**config.mk**
```make
export PLATFORM = sky130hd
export DESIGN_NAME = rr_arbiter_4
export DESIGN_NICKNAME = d
export VERILOG_FILES = /design/src/rtl/rr_arbiter_4.sv
export SDC_FILE = /design/constraint.sdc
export NUM_CORES = 1
export LEC_CHECK = 0
export ABC_AREA = 1
export BUFFER_PORTS_ARGS = -buffer_cell sky130_fd_sc_hd__buf_2
export CAP_MARGIN = 25
export CORE_ASPECT_RATIO = 2
export CORE_MARGIN = 4
export CORE_UTILIZATION = 30
export CTS_CLUSTER_SIZE = 12
export DETAILED_ROUTE_END_ITERATION = 12
export GPL_TIMING_DRIVEN = 0
export PLACE_DENSITY = 0.57
export SLEW_MARGIN = 20
export SYNTH_ARGS = -nofsm -noshare
export SYNTH_HDL_FRONTEND = slang
export SYNTH_SLANG_ARGS = --single-unit
```
**constraint.sdc**
```tcl
create_clock -name clk -period 5.5 [get_ports clk]
set_clock_uncertainty 0.1 [all_clocks]
set_input_delay 0.275 -clock clk [delete_from_list [all_inputs] [get_ports clk]]
set_output_delay 0.275 -clock clk [all_outputs]
set_load 0.005 [all_outputs]
```
**src/rtl/rr_arbiter_4.sv**
```systemverilog
`default_nettype none
// ============================================================================
//  Module      : rr_arbiter_4
//  Description : Four-requester round-robin arbiter with locking grants.
//                Produces a registered 2-bit grant index plus valid flag,
//                a grant-start pulse, and a saturating hold counter.
//                Optional hold limit is compiled in with RR_HOLD_LIMIT_EN:
//                a grant is revoked after MAX_HOLD cycles and 'expire'
//                pulses.
//  Revision    : 1.0 - initial release
// ============================================================================
module rr_arbiter_4 #(
    parameter int CNT_W    = 4,
    parameter int MAX_HOLD = 8
) (
    input  logic             clk,
    input  logic             rst,
    input  logic [3:0]       req,
    output logic [1:0]       grant_idx,
    output logic             grant_valid,
    output logic             grant_start,
    output logic             expire,
    output logic [CNT_W-1:0] hold_cnt
);

    typedef enum logic [0:0] {
        ST_IDLE  = 1'b0,
        ST_GRANT = 1'b1
    } state_t;

    localparam logic [CNT_W-1:0] c_CNT_MAX = '1;
    localparam logic [CNT_W-1:0] c_CNT_ONE = CNT_W'(1);

    state_t           r_state;
    state_t           w_state_nxt;
    logic [1:0]       r_ptr;
    logic [1:0]       w_ptr_nxt;
    logic [1:0]       r_idx;
    logic [1:0]       w_idx_nxt;
    logic             r_start;
    logic             w_start_nxt;
    logic             r_expire;
    logic             w_expire_nxt;
    logic [CNT_W-1:0] r_cnt;
    logic [CNT_W-1:0] w_cnt_nxt;

    logic [3:0]       w_holder_oh;
    logic             w_holder_req;
    logic             w_hold_hit;
    logic [1:0]       w_search_ptr;
    logic [3:0]       w_search_req;
    logic             w_win_found;
    logic [1:0]       w_win_idx;

    assign w_holder_oh  = 4'b0001 << r_idx;
    assign w_holder_req = |(req & w_holder_oh);

`ifdef RR_HOLD_LIMIT_EN
    localparam logic [CNT_W-1:0] c_MAX_HOLD = CNT_W'(MAX_HOLD);

    // Hold limit reached: the grant has been valid for MAX_HOLD cycles.
    assign w_hold_hit = (r_state == ST_GRANT) && (r_cnt == c_MAX_HOLD);
`else
    logic w_unused_max_hold;

    // No hold limit: a holder keeps the grant until it releases.
    assign w_hold_hit        = 1'b0;
    assign w_unused_max_hold = (MAX_HOLD == 0);
`endif

    // While granted, a new search always starts just after the holder and
    // never considers the holder itself; from IDLE it starts at the pointer.
    assign w_search_ptr = (r_state == ST_GRANT) ? (r_idx + 2'd1) : r_ptr;
    assign w_search_req = (r_state == ST_GRANT) ? (req & ~w_holder_oh) : req;

    // Round-robin search: first asserted request at ptr, ptr+1, ptr+2, ptr+3.
    always_comb begin
        w_win_found = 1'b0;
        w_win_idx   = w_search_ptr;
        // Walk from the farthest offset down so the nearest one wins last.
        for (int i = 3; i >= 0; i--) begin
            if (w_search_req[w_search_ptr + 2'(i)]) begin
                w_win_found = 1'b1;
                w_win_idx   = w_search_ptr + 2'(i);
            end
        end
    end

    // Next-state and next-output computation for the grant FSM.
    always_comb begin
        w_state_nxt  = r_state;
        w_ptr_nxt    = r_ptr;
        w_idx_nxt    = r_idx;
        w_start_nxt  = 1'b0;
        w_expire_nxt = 1'b0;
        w_cnt_nxt    = r_cnt;

        case (r_state)
            ST_IDLE: begin
                if (w_win_found) begin
                    w_state_nxt = ST_GRANT;
                    w_idx_nxt   = w_win_idx;
                    w_start_nxt = 1'b1;
                    w_cnt_nxt   = c_CNT_ONE;
                end
            end

            ST_GRANT: begin
                if (!w_holder_req || w_hold_hit) begin
                    // Release or expiry: advance past the holder and re-arbitrate.
                    // A simultaneous release wins, so expire only fires when the
                    // holder is still requesting.
                    w_ptr_nxt    = r_idx + 2'd1;
                    w_expire_nxt = w_holder_req;
                    if (w_win_found) begin
                        w_idx_nxt   = w_win_idx;
                        w_start_nxt = 1'b1;
                        w_cnt_nxt   = c_CNT_ONE;
                    end else begin
                        w_state_nxt = ST_IDLE;
                        w_cnt_nxt   = '0;
                    end
                end else if (r_cnt != c_CNT_MAX) begin
                    w_cnt_nxt = r_cnt + c_CNT_ONE;
                end
            end

            default: begin
                w_state_nxt = ST_IDLE;
                w_cnt_nxt   = '0;
            end
        endcase
    end

    // State and output registers; reset overrides every transition.
    always_ff @(posedge clk) begin
        if (rst) begin
            r_state  <= ST_IDLE;
            r_ptr    <= 2'd0;
            r_idx    <= 2'd0;
            r_start  <= 1'b0;
            r_expire <= 1'b0;
            r_cnt    <= '0;
        end else begin
            r_state  <= w_state_nxt;
            r_ptr    <= w_ptr_nxt;
            r_idx    <= w_idx_nxt;
            r_start  <= w_start_nxt;
            r_expire <= w_expire_nxt;
            r_cnt    <= w_cnt_nxt;
        end
    end

    assign grant_idx   = r_idx;
    assign grant_valid = (r_state == ST_GRANT);
    assign grant_start = r_start;
    assign expire      = r_expire;
    assign hold_cnt    = r_cnt;

endmodule
`default_nettype wire

```
==> flow_metrics.env <==
export IMPL_run_status="complete, no violations"
export IMPL_timing_max_transition_violations_final=0
export IMPL_cts_sinks=10
export IMPL_final_core_utilization_pct=36.2
export IMPL_maxCapViolCount=0
export IMPL_design_core_area_sq_um=2740
export IMPL_final_critical_delay_including_setup_and_external_delays_ns=2.19
export IMPL_chipHeight_microns=83.4
export IMPL_critical_path_top_delay_family="simple AND/OR/NAND/NOR gates"
export IMPL_synth_top_area_cell="sky130_fd_sc_hd__dfxtp_1"
export IMPL_cts_repair_timing_setup_buffer_count=0
export IMPL_first_iter_violations=17
export IMPL_cts_tree="built"
export IMPL_netlist_area_leader_share_pct=23.5
export IMPL_simple_gate_share_of_the_synthesized_area_pct=45.2
export IMPL_synth_nets=153
export IMPL_placementRows=27
export IMPL_routed_wl_microns=1990
export IMPL_port_buffers=12
export IMPL_viasPerCell=4.72
export IMPL_timing_setup_critical_path_class="flip-flop to flip-flop"
export IMPL_area_delta_synth_final_pct=16.2
export IMPL_num_antenna_cells=0
export IMPL_synth_yosys_seq_area_share_pct=23.5
export IMPL_worst_path_largest_cell_delay_ns=0.50
export IMPL_setup_viol=0
export IMPL_cell_type_of_the_slowest_stage_on_the_worst_timing_path="sky130_fd_sc_hd__dfxtp_1"
export IMPL_multi_input_comb_area_sq_um=558
export IMPL_crit_buf_inv=2
export IMPL_tns_ns=0
export IMPL_detail_route_antenna_nets=0
export IMPL_finalWeightedCongestion=0.840
export IMPL_ff_latch_area_sq_um=200
export IMPL_synth_area_leaders="sky130_fd_sc_hd__dfxtp_1 23%, sky130_fd_sc_hd__nand2_1 22%, sky130_fd_sc_hd__inv_1 7.9%"
export IMPL_synth_top_family_by_area="simple AND/OR/NAND/NOR gates"
export IMPL_kind_of_end_point_of_the_critical_path="flip-flop"
export IMPL_fillers=312
export IMPL_vdd_ir_drop_worst_mv=0.177
export IMPL_library_cells_used_by_synthesis=25
export IMPL_first_pass_iters=4
export IMPL_number_of_antenna_violations_at_the_first_check_in_global_routing=0
export IMPL_drive_above_1_share_pct=18.5
export IMPL_gr_total_overflow=0
export IMPL_die_width_microns=45.7
export IMPL_post_synthesis_xor_xnor_area_fraction_pct=1.03
export IMPL_floorplan_initialDensity_pct=31.1
export IMPL_clkTransAtPathRegs_ns=0.04
export IMPL_final_hold_worst_slack_ns=0.297
export IMPL_holdCritPathClass="primary input to flip-flop"
export IMPL_via_count=878
export IMPL_muxShareOfSynthArea_pct=0
export IMPL_ys_warn_count=0
export IMPL_total_leakage_power_uw=0.000533
export IMPL_grt_setup_unrepaired="no"
export IMPL_yosys_register_bits=10
export IMPL_first_pass_grt_wire_length_microns=3650
export IMPL_cell_area_after_synthesis_sq_um=852
export IMPL_synth_compound_area_share_pct=11.5
export IMPL_totalPowerFinal_uw=444
export IMPL_finalNetCount=170
export IMPL_cts_inserted_buffers=3
export IMPL_synthAdderAreaFrac_pct=7.34
export IMPL_grt_usage_pct=12.4
export IMPL_average_instance_area_after_synthesis_sq_um=6.00
export IMPL_routed_wire_length_per_instance_microns=10.7
export IMPL_number_of_design_rule_violations_left_after_detail_routing=0
export IMPL_cell_repeated_most_along_the_worst_path="sky130_fd_sc_hd__nand2_1"
export IMPL_syn_inst=142
export IMPL_clock_fmax_mhz=456
export IMPL_cts_buffer_depth=2
export IMPL_grt_start_max_net_pins=11
export IMPL_worstSetupStartpointType="flip-flop"
export IMPL_clkLatencyLatePin_ns=0.23
export IMPL_critical_path_max_fanout=6
export IMPL_floorplan_io_pins=15
export IMPL_grt_pass1_vias=854
export IMPL_clock_tree_root_cell="sky130_fd_sc_hd__clkbuf_8"
export IMPL_required_ns=5.53
export IMPL_dp_hpwl_microns=1670
export IMPL_h_tree_depth=1
export IMPL_cts_hold_buffers_added=0
export IMPL_final_period_utilization_pct=39.9
export IMPL_timing_critical_path_cells="inv_1 > ha_1 > o21ai_1 > nand2_1 > nand2_1 > nand2_1 > nand3_1 > nand2_1 > nand2_1 > nand3_1 > nand2_1 > inv_1"
export IMPL_cts_repair_resize_count=0
export IMPL_cp_data_arrival_time_ns=2.22
export IMPL_die_outline_area_sq_um=3810
export IMPL_timing_final_hold_violations=0
export IMPL_powerDensity_nw_per_um2=449
## registers in the layout, indices dropped and copies added, names as in the netlist
| name | flops |
|---|---|
| grant_idx | 2 |
| grant_start | 1 |
| hold_cnt | 4 |
| grant_valid | 1 |
| r_ptr | 2 |
## cell usage after synthesis, drive strengths merged
cell type / n
nor2: 15
ha: 5
inv: 19
nor3: 2
o21ai: 7
a21oi: 6
nand4: 1
a22oi: 1
buf: 3
xor2: 1
a211oi: 1
nand2: 58
conb: 1
nand3: 11
o22ai: 1
dfxtp: 10
## layer usage
metal	vias up	global-route usage (%)	share of wire, %
li1	472	-	-
met1	389	13.1	38
met2	13	22.5	57
met3	4	1.30	2.8
met4	0	5.33	2.1
met5	-	0	0
## stage by stage
| stage | instance area [sq um] | cells | setup WS (ns) |
|---|---|---|---|
| 6_report | 990 | 186 | 3.31 |
| 5_1_grt | 990 | 186 | 2.95 |
| 4_1_cts | 990 | 186 | 3.25 |
| 3_5_place_dp | 948 | 183 | 3.26 |
| 3_3_place_gp | 948 | 183 | 3.34 |
| 2_1_floorplan | 852 | 142 | 3.62 |
## worst paths after layout
| check | start | cells past startpoint | endpoint | slack (ns) |
|---|---|---|---|---|
| worst max register to register | grant_idx[0] | 12 | grant_idx[0] | 3.31 |
| worst max-delay path | grant_idx[0] | 12 | grant_idx[0] | 3.31 |
| worst min-delay path | rst | 2 | grant_start | 0.30 |
| worst min register to register | hold_cnt[1] | 2 | hold_cnt[1] | 0.41 |
## layout by cell type, fill, tap and decap left out
master	netlist	final
sky130_fd_sc_hd__buf_2	0	12
sky130_fd_sc_hd__dfxtp_1	10	10
sky130_fd_sc_hd__ha_1	5	5
sky130_fd_sc_hd__conb_1	1	1
sky130_fd_sc_hd__nor2_2	1	1
sky130_fd_sc_hd__a22oi_1	1	1
sky130_fd_sc_hd__nand3_1	11	11
sky130_fd_sc_hd__nand4_1	1	1
sky130_fd_sc_hd__buf_1	1	1
sky130_fd_sc_hd__nand2_4	2	2
sky130_fd_sc_hd__inv_2	1	1
sky130_fd_sc_hd__o22ai_1	1	1
sky130_fd_sc_hd__nor3_1	2	2
sky130_fd_sc_hd__nor2_1	13	13
sky130_fd_sc_hd__o21ai_0	5	5
sky130_fd_sc_hd__buf_4	1	1
sky130_fd_sc_hd__xor2_1	1	1
sky130_fd_sc_hd__nand2_2	6	6
sky130_fd_sc_hd__clkbuf_8	0	3
sky130_fd_sc_hd__nor2_4	1	1
sky130_fd_sc_hd__nand2_1	50	50
sky130_fd_sc_hd__inv_1	18	18
sky130_fd_sc_hd__a211oi_1	1	1
sky130_fd_sc_hd__buf_6	1	1
sky130_fd_sc_hd__o21ai_4	1	1
sky130_fd_sc_hd__a21oi_1	6	6
sky130_fd_sc_hd__o21ai_1	1	1
## where the power goes
part / internal (uW) / switching (uW) / total (uW)
clock network: 47.7 / 25.7 / 73.4
registers: 89.6 / 21.0 / 111
logic: 93.9 / 166 / 260
## layout make-up
class,count,share of cell area (%)
Timing Repair Buffer,12,6.07
Sequential cell,10,20.2
Multi-Input combinational cell,110,56.4
Buffer,3,2.28
Tap cell,29,3.67
Clock buffer,3,4.17
Inverter,19,7.21
## cell families after synthesis
kind of cell | after synthesis
AO/OA/AOI/OAI | 16
adder cells (fa/ha/maj) | 5
buffers and inverters | 22
XOR/XNOR | 1
other | 1
AND/OR/NAND/NOR | 87
flip-flops | 10
Note: power is estimated with default switching activity, not from simulation.
